### src/rtl/npc_ctrl_fsm.sv
// Multi-cycle control sequencer for the NPC core: owns PC and IR, sequences FETCH/DECODE/EXEC/MEM/WB.
// Optional performance counters are enabled by defining NPC_PERF_CNT_EN.
module npc_ctrl_fsm #(
  parameter int unsigned        XLEN          = 32,
  parameter logic [XLEN-1:0]    PC_RESET      = 32'h8000_0000,
  parameter int unsigned        FETCH_TIMEOUT = 1024
) (
  input  logic            clk,
  input  logic            rst,
  output logic            ifu_req,
  input  logic            ifu_valid,
  input  logic [XLEN-1:0] ifu_inst,
  output logic [XLEN-1:0] pc,
  output logic [XLEN-1:0] ir,
  input  logic            dec_is_load,
  input  logic            dec_is_store,
  input  logic            dec_is_ebreak,
  input  logic            dec_rd_wen,
  input  logic [XLEN-1:0] next_pc,
  output logic            lsu_req,
  output logic            lsu_we,
  input  logic            lsu_done,
  output logic            rf_wen,
  output logic            pc_wen,
  output logic            halt,
  output logic            halt_err
`ifdef NPC_PERF_CNT_EN
  ,
  output logic [63:0]     perf_cycle,
  output logic [63:0]     perf_instret
`endif
);

  localparam int unsigned     CNT_W    = $clog2(FETCH_TIMEOUT);
  localparam logic [CNT_W-1:0] CNT_LAST = CNT_W'(FETCH_TIMEOUT - 1);

  typedef enum logic [2:0] {
    S_RESET,
    S_FETCH,
    S_DECODE,
    S_EXEC,
    S_MEM,
    S_WB,
    S_HALT
  } state_t;

  state_t           state;
  state_t           state_next;
  logic [CNT_W-1:0] fetch_cnt;
  logic             fetch_hit;
  logic             fetch_expire;

  assign fetch_hit    = (state == S_FETCH) && ifu_valid;
  assign fetch_expire = (state == S_FETCH) && !ifu_valid && (fetch_cnt == CNT_LAST);

  always_ff @(posedge clk) begin
    if (rst) begin
      state <= S_RESET;
    end else begin
      state <= state_next;
    end
  end

  always_comb begin
    state_next = state;
    ifu_req    = 1'b0;
    lsu_req    = 1'b0;
    lsu_we     = 1'b0;
    rf_wen     = 1'b0;
    pc_wen     = 1'b0;
    halt       = 1'b0;
    case (state)
      S_RESET: begin
        state_next = S_FETCH;
      end
      S_FETCH: begin
        ifu_req = 1'b1;
        // A word arriving in the final allowed cycle still beats the timeout.
        if (ifu_valid) begin
          state_next = S_DECODE;
        end else if (fetch_cnt == CNT_LAST) begin
          state_next = S_HALT;
        end
      end
      S_DECODE: begin
        state_next = dec_is_ebreak ? S_HALT : S_EXEC;
      end
      S_EXEC: begin
        state_next = (dec_is_load || dec_is_store) ? S_MEM : S_WB;
      end
      S_MEM: begin
        lsu_req = 1'b1;
        lsu_we  = dec_is_store;
        if (lsu_done) begin
          state_next = S_WB;
        end
      end
      S_WB: begin
        rf_wen     = dec_rd_wen && !dec_is_store;
        pc_wen     = 1'b1;
        state_next = S_FETCH;
      end
      S_HALT: begin
        halt = 1'b1;
      end
      default: begin
        state_next = S_RESET;
      end
    endcase
  end

  always_ff @(posedge clk) begin
    if (rst) begin
      pc        <= PC_RESET;
      ir        <= XLEN'(32'h0000_0013);
      fetch_cnt <= '0;
      halt_err  <= 1'b0;
    end else begin
      if (pc_wen) begin
        pc <= next_pc;
      end
      if (fetch_hit || fetch_expire) begin
        fetch_cnt <= '0;
      end else if (state == S_FETCH) begin
        fetch_cnt <= fetch_cnt + CNT_W'(1);
      end
      if (fetch_hit) begin
        ir <= ifu_inst;
      end
      if (fetch_expire) begin
        halt_err <= 1'b1;
      end
    end
  end

`ifdef NPC_PERF_CNT_EN
  always_ff @(posedge clk) begin
    if (rst) begin
      perf_cycle   <= 64'd0;
      perf_instret <= 64'd0;
    end else begin
      if ((state != S_RESET) && (state != S_HALT)) begin
        perf_cycle <= perf_cycle + 64'd1;
      end
      if (state == S_WB) begin
        perf_instret <= perf_instret + 64'd1;
      end
    end
  end
`else
  // Default build carries no performance counters.
`endif

endmodule

### config.mk
export PLATFORM = sky130hd
export DESIGN_NAME = npc_ctrl_fsm
export DESIGN_NICKNAME = d
export VERILOG_FILES = /design/src/rtl/npc_ctrl_fsm.sv
export SDC_FILE = /design/constraint.sdc
export NUM_CORES = 1
export LEC_CHECK = 0
export BUFFER_PORTS_ARGS = -buffer_cell sky130_fd_sc_hd__buf_2
export CELL_PAD_IN_SITES_DETAIL_PLACEMENT = 1
export CELL_PAD_IN_SITES_GLOBAL_PLACEMENT = 1
export CORE_MARGIN = 2
export CORE_UTILIZATION = 32
export DETAILED_ROUTE_END_ITERATION = 10
export GPL_TIMING_DRIVEN = 0
export PLACE_DENSITY_LB_ADDON = 0.3
export SETUP_SLACK_MARGIN = 0.4
export SYNTH_ARGS = -nofsm -noshare
export SYNTH_HDL_FRONTEND = slang
export SYNTH_SLANG_ARGS = --single-unit
### constraint.sdc
create_clock -name clk -period 1.71 [get_ports clk]
set_clock_uncertainty 0.05 [all_clocks]
set_input_delay 0.4275 -clock clk [delete_from_list [all_inputs] [get_ports clk]]
set_output_delay 0.4275 -clock clk [all_outputs]
set_load 0.1 [all_outputs]
==> impl_results.md, run 1 <==
* CTS max path bufs at 2
* Total track usage at 0.718
* Total grt overflow at 80
* Mapped Cells at 363
* Clock tree root driver cell: clkbuf_8
* Hold_buf cts at 0
* Total CTS buffers at 9
* Detailed placement HPWL at 6700 um
* Chip width at 99.5 um
* Synth Register Bits at 78
* Yosys cell types at 29
* Height of the chip at 99.5 um
* Mapped Nets at 436
* Boundary Pins at 143
* Halt Stage: global routing (5_1_grt)
* Port Buf Inserts at 141
* Initial antenna violation count at 4
* Row count at 34
* Post-synthesis cell area at 0.00292 sq mm
* Post-GRT worst EP: rf_wen
* Total clock sinks at 78
* Initial Utilization at 0.332
* Pin count of the biggest net entering global routing at 14
* Log Error: [ERROR GRT-0232] Routing congestion too high. Check the congestion heatmap in the GUI.
* Synth warnings at 0
* Placer Congestion at 0.815
* Placed Area at 0.00401 sq mm
* Sequential-to-total area share from yosys stat at 0.535
* Syn avg cell area at 8.04 sq um
* Outcome: did not finish
* Worst ep type: top-level output
* Max H-tree Level at 3
-- metrics by stage --
stage | cells | setup TNS, ps | utilization | hold WS [ps] | worst slack [ps]
3_3_place_gp | 612 | -1590 | 0.455 | 386 | -385
2_1_floorplan | 363 | -1020 | - | 404 | -511
3_5_place_dp | 612 | -1760 | 0.455 | 393 | -388
4_1_cts | 660 | -2520 | 0.672 | 222 | -312
-- synth_stat cells (all sizes together) --
master   number  share of area
a211o         1         0.0030
a21oi        65           0.11
a2bb2oi       1         0.0030
a31oi         1         0.0021
a32oi         1         0.0030
and2          3         0.0064
and3          3         0.0064
and4          1         0.0030
buf           7          0.023
clkbuf       16          0.021
clkinv        1         0.0017
dfxtp        78           0.53
ha            1         0.0043
inv           3         0.0039
nand2       136           0.17
nand3         5         0.0086
nand3b        5          0.013
nand4         2         0.0043
nor2         15          0.019
nor3          2         0.0034
nor3b         3         0.0077
nor4          1         0.0073
o21ai         2         0.0034
o21bai        1         0.0039
or3b          1         0.0039
xnor2         4          0.012
xor2          4          0.012
-- cells by family after synthesis --
kind of cell             count (synthesis)  synth area share
buffers and inverters                   27            0.0493
adder cells (fa/ha/maj)                  1           0.00428
XOR/XNOR                                 8            0.0240
AND/OR/NAND/NOR                        177             0.258
flip-flops                              78             0.535
AO/OA/AOI/OAI                           72             0.130
-- metal layers --
metal	track usage	overflow
met2	0.915	46
met4	0.789	34
met1	0.731	0
met5	0.0205	0
met3	0.477	0
-- what timing repair did --
item | in CTS
gates cloned | 10
pin swaps | 29
setup buffers | 22
resized for setup | 382
endpoints found under the hold margin | 0
endpoints found under the setup margin | 149
==> run 2, diff against run 1 <==
==> config.mk (replaced) <==
export PLATFORM = sky130hd
export DESIGN_NAME = npc_ctrl_fsm
export DESIGN_NICKNAME = d
export VERILOG_FILES = /design/src/rtl/npc_ctrl_fsm.sv
export SDC_FILE = /design/constraint.sdc
export NUM_CORES = 1
export LEC_CHECK = 0
export BUFFER_PORTS_ARGS = -buffer_cell sky130_fd_sc_hd__buf_2
export CORE_MARGIN = 2
export CORE_UTILIZATION = 35
export DETAILED_ROUTE_END_ITERATION = 10
export GPL_TIMING_DRIVEN = 0
export PLACE_DENSITY_LB_ADDON = 0.15
export SYNTH_ARGS = -nofsm -noshare
export SYNTH_HDL_FRONTEND = slang
export SYNTH_SLANG_ARGS = --single-unit
==> impl_results.md, run 2 <==
* MaxCap Viol Count at 0
* Worst IR Drop VDD at 0.000430 V
* Max H-tree Level at 3
* Share of cells above drive strength 1 at 0.424
* Violated checks: setup timing
* Hold depth at 3
* Total track usage at 0.171
* Outcome: complete, but fails checks
* Iteration-0 DRC Markers at 102
* Wirelength per Cell at 12.7 um
* Most frequent cells in the layout: 136 x buf_2, 135 x nand2_1, 75 x dfxtp_1, 52 x a21oi_1, 14 x buf_4
* Placer Congestion at 0.774
* Diode count at 0
* Period minus WS final at 2000 ps
* Row count at 33
* First-pass GRT wire length at 12200 um
* Area Growth Syn to Fin at 56.1%
* Post-synthesis cell area at 0.00292 sq mm
* Crit path DAT at 1520 ps
* XOR/XNOR Fraction of Synth Area at 0.0240
* Port Buf Inserts at 141
* Initial antenna violation count at 0
* Largest family of logic cells by synthesized area: simple AND/OR/NAND/NOR gates
* Boundary Pins at 143
* Setup crit end kind: output port
* Final Hold Slack at 250 ps
* Leak at 0.00201 uW
* Most frequent cells after synthesis: 136 x nand2_1, 78 x dfxtp_1, 65 x a21oi_1
* Largest regs: ir x32, pc x32, fetch_cnt x10
* Pin count of the biggest net entering global routing at 14
* Synth Flop Type: dfxtp_1
* Mapped Nets at 436
* Clock tree root driver cell: clkbuf_8
* # setup viols final at 44
* Vias in the first global route at 2598
* Async S/R FF share, synth at 0
* CTS max path bufs at 2
* CORE AREA at 0.00813 sq mm
* Final period utilization at 1.17
* Sum Neg Setup Slack at -3680 ps
* Synth area leaders: dfxtp_1 53%, nand2_1 17%, a21oi_1 11%, clkbuf_1 2.1%, buf_6 1.9%
* Power Dens Cells at 940 mW/mm^2
* Final wirelength at 8250 um
* Sequential-to-total area share from yosys stat at 0.535
* Simple-gate share of the synthesized area at 0.258
* Hold Fails Final Rpt at 0
* Multiplexer area fraction after synthesis at 0
* Die area at 0.00909 sq mm
* Detailed placement HPWL at 5540 um
* Post-Synth Adder-Cell Area at 0.00428
* Required @ worst endpoint at 1230 ps
* Post-synthesis compound-gate area fraction at 0.130
* Reg clk slew, reported paths at 80 ps
* Total CTS buffers at 9
* Share of the synthesized area in the top cell type at 0.535
* Critical path class: flop to output port
* Initial Utilization at 0.359
* Height of the chip at 95.3 um
* CTS tree: built
* Fill count at 791
* Detailed-route DRC error count at 0
* Post-route setup slack at -287 ps
* Cells on worst reg2reg path at 8
* Yosys cell types at 29
* Via count at 2998
* Synth Register Bits at 78
* Slew HR at 0.591
* Total clock sinks at 78
* Total power at 4290 uW
* Syn avg cell area at 8.04 sq um
* Total grt overflow at 0
* Most common cell after layout, fill and taps aside: buf_2
* Mapped Cells at 363
* Largest area contributor in the netlist: dfxtp_1
* Post-route antenna net violation count at 0
* Crit-path max FO at 4
* Worst-margin pin slew at 613 ps
* Hold_buf cts at 0
* Hold WC Path Type: input port to flop
* Fin. max-slew vios at 0
* Synth warnings at 0
* RSZ-0062 raised after global routing: true
* Chip width at 95.3 um
* Post-synth EDFFs at 0
* Nets at 613
* DRT Pass-1 Iters at 4
* FMAX at 501 MHz
* Clk_lat worst skew at 340 ps
* CP startpoint kind: flop
* Most common cell in the netlist: nand2_1
* DR vias/cell at 4.61
[run 2: cell counts after synthesis]
No cell type changed its count.
[run 2: final timing paths]
path	slack [ps]	endpoint	from
setup / recovery	-290	rf_wen	state[1]
setup reg to reg	-150	fetch_cnt[9]	state[1]
hold / removal	250	pc[31]	next_pc[31]
hold reg to reg	400	pc[30]	pc[30]
[run 2: area by class of cell]
cell class	count	area, sq um	area share
multi-input combinational	259	1410	0.308
inverter	4	30.0	0.00659
tap	105	131	0.0288
timing repair buffer	167	1090	0.238
clock buffer	10	138	0.0302
sequential	78	1570	0.345
buffer	21	158	0.0346
clock inverter	6	37.5	0.00823
[run 2: where the power goes]
| part | internal (uW) | switching [uW] | total [uW] |
|---|---|---|---|
| combinational | 361 | 763 | 1120 |
| clock | 559 | 682 | 1240 |
| sequential | 1880 | 37.7 | 1920 |
[run 2: metal layers]
layer,vias to the layer above,global-route usage,share of wire
li1,1532,-,-
met1,1348,0.214,0.44
met2,104,0.278,0.46
met3,14,0.0522,0.079
met4,0,0.0616,0.015
met5,-,0,0
[run 2: stage by stage]
step / worst slack [ps] / std cells / util / instance area, sq um
final: -287 / 650 / 0.560 / 4560
after global routing: -360 / 650 / 0.560 / 4560
after CTS: -335 / 640 / 0.530 / 4310
after detailed placement: -406 / 609 / 0.468 / 3810
after global placement: -407 / 609 / 0.468 / 3810
after floorplan: -512 / 363 / - / 2970
[run 2: kinds of logic (layout without fill, tap and decap cells)]
group           after synthesis  in the layout
compound gates               72             73
xor+xnor                      8              8
fa+ha+maj                     1              1
buf+inv                      27            208
flops                        78             78
simple gates                177            177
[run 2: worst max-delay path, cell delays in order (launching register included)]
cell and delay (ps):
dfxtp_4 350, nand3b_1 240, clkbuf_8 190, nor3b_4 200, buf_12 200
[run 2: repair_timing]
action                     in CTS  in global routing
setup endpoints to repair      60                 50
gates resized for setup        55                 38
cloned                          4                  1
buffers inserted               12                 10
pin swaps                       5                 15
Note: power is estimated with default switching activity, not from simulation.
==> run 3, diff against run 2 <==
--- a/config.mk
+++ b/config.mk
@@ -6,11 +6,13 @@
 export NUM_CORES = 1
 export LEC_CHECK = 0
 export BUFFER_PORTS_ARGS = -buffer_cell sky130_fd_sc_hd__buf_2
+export CAP_MARGIN = 20
 export CORE_MARGIN = 2
 export CORE_UTILIZATION = 35
 export DETAILED_ROUTE_END_ITERATION = 10
 export GPL_TIMING_DRIVEN = 0
 export PLACE_DENSITY_LB_ADDON = 0.15
+export SKIP_CTS_REPAIR_TIMING = 1
 export SYNTH_ARGS = -nofsm -noshare
 export SYNTH_HDL_FRONTEND = slang
 export SYNTH_SLANG_ARGS = --single-unit
==> constraint.sdc (replaced) <==
create_clock -name clk -period 1.71 [get_ports clk]
set_clock_uncertainty 0.05 [all_clocks]
set_input_delay 0.0855 -clock clk [delete_from_list [all_inputs] [get_ports clk]]
set_output_delay 0.0855 -clock clk [all_outputs]
set_load 0.1 [all_outputs]
==> impl_results.md, run 3 (synthesis gave the netlist of run 2 again) <==
* Outcome: finished, final reports clean
* Area Growth Syn to Fin at 63.3%
* First-pass GRT wire length at 11500 um
* Height of the chip at 95.3 um
* Hold WC Path Type: input port to flop
* Diode count at 0
* Reg clk slew, reported paths at 70 ps
* # setup viols final at 0
* Largest regs: ir x32, pc x32, fetch_cnt x10
* Final core utilization at 0.586
* Row count at 33
* CTS max path bufs at 2
* Pin count of the biggest net entering global routing at 14
* CP startpoint kind: flop
* Fin. max-slew vios at 0
* Hold Fails Final Rpt at 0
* Via count at 3109
* DRT Pass-1 Iters at 4
* Total track usage at 0.163
* Power Dens Cells at 932 mW/mm^2
* Detailed placement HPWL at 5600 um
* Worst-margin pin slew at 594 ps
* Clk_lat worst skew at 340 ps
* Placer Congestion at 0.743
* Chip width at 95.3 um
* CTS tree: built
* Post-route cell area at 0.00477 sq mm
* MaxCap Viol Count at 0
* Crit-path max FO at 10
* Required @ worst endpoint at 1570 ps
* Period minus WS final at 1640 ps
* Placed Area at 0.00380 sq mm
* Final period utilization at 0.961
* Worst IR Drop VDD at 0.000433 V
* Critical path class: flop to output port
* Detailed-route DRC error count at 0
* RSZ-0062 raised after global routing: true
* Iteration-0 DRC Markers at 106
* Crit path DAT at 1510 ps
* Boundary Pins at 143
* Setup crit end kind: output port
* Final wirelength at 8550 um
* DR vias/cell at 4.51
* Total grt overflow at 0
* Nets at 654
* Vias in the first global route at 2495
* Post-route antenna net violation count at 0
* CORE AREA at 0.00813 sq mm
* Leak at 0.00210 uW
* Wirelength per Cell at 12.4 um
* Port Buf Inserts at 141
* Initial Utilization at 0.359
* Initial antenna violation count at 0
* Die area at 0.00909 sq mm
* Most frequent cells in the layout: 140 x buf_2, 136 x nand2_1, 76 x dfxtp_1, 64 x dlygate4sd3_1, 62 x a21oi_1
* Clock tree root driver cell: clkbuf_8
* FMAX at 608 MHz
* Total clock sinks at 78
* Most common cell after layout, fill and taps aside: buf_2
* Total CTS buffers at 9
* Max H-tree Level at 3
* Slew HR at 0.604
* Share of cells above drive strength 1 at 0.318
[run 3: changes by cell type in the layout (fill, tap and decap cells not counted), sizes merged]
cell	before	now
buf	172	152
inv	3	4
clkbuf	25	23
bufbuf	1	0
clkinvlp	3	1
dlygate4sd3	0	64
o21bai	2	1
bufinv	0	2
clkinv	4	3
[run 3: critical path: stages (launching register included)]
cell and delay [ps]:
dfxtp_4 380, nand3b_1 190, clkbuf_8 190, nor3b_4 210, buf_12 200
[run 3: where the power goes]
part	total [uW]	switching (uW)	leakage, uW	internal, uW
Sequential	1930	41.3	0.000633	1880
Combinational	1040	722	0.00136	316
Clock	1480	667	0.000105	814
Total	4440	1430	0.00210	3010
[run 3: area by class of cell]
class,instances,area (sq um)
fillers,758,3360
flip-flops and latches,78,1570
repair buffers,207,1400
multi-input cells,258,1270
plain buffers,23,159
well taps,105,131
clock buffers,9,124
clock inverters,6,86.3
inverters,4,30.0
[run 3: through the flow]
| stage | setup slack, ps | power, uW | hold slack (ps) | TNS (ps) | std cells |
|---|---|---|---|---|---|
| 3_3_place_gp | -120 | 2860 | 248 | -935 | 609 |
| 3_5_place_dp | -123 | 2870 | 258 | -1120 | 609 |
| 5_1_grt | -21.2 | 4630 | 94.3 | -40.1 | 690 |
| 2_1_floorplan | -177 | 2660 | 160 | -287 | 363 |
| 4_1_cts | -512 | 4350 | -108 | -2670 | 624 |
| 6_report | 66.2 | 4440 | 68.1 | 0 | 690 |
[run 3: final timing paths]
check             from  slack (ps)  cells after the start           end
max reg2reg   state[2]          70                      8        ir[26]
max           state[1]          70                      4        rf_wen
min reg2reg   halt_err         400                      2      halt_err
min          ifu_valid          70                      4  fetch_cnt[0]
[run 3: per-layer routing]
metal / vias to the layer above / global-route usage / part of all wire / wire, um
li1: 1611 / - / - / -
met1: 1373 / 0.200 / 0.43 / 3720
met2: 115 / 0.263 / 0.47 / 4030
met3: 10 / 0.0545 / 0.080 / 687
met4: 0 / 0.0688 / 0.014 / 116
met5: - / 0 / 0 / 0
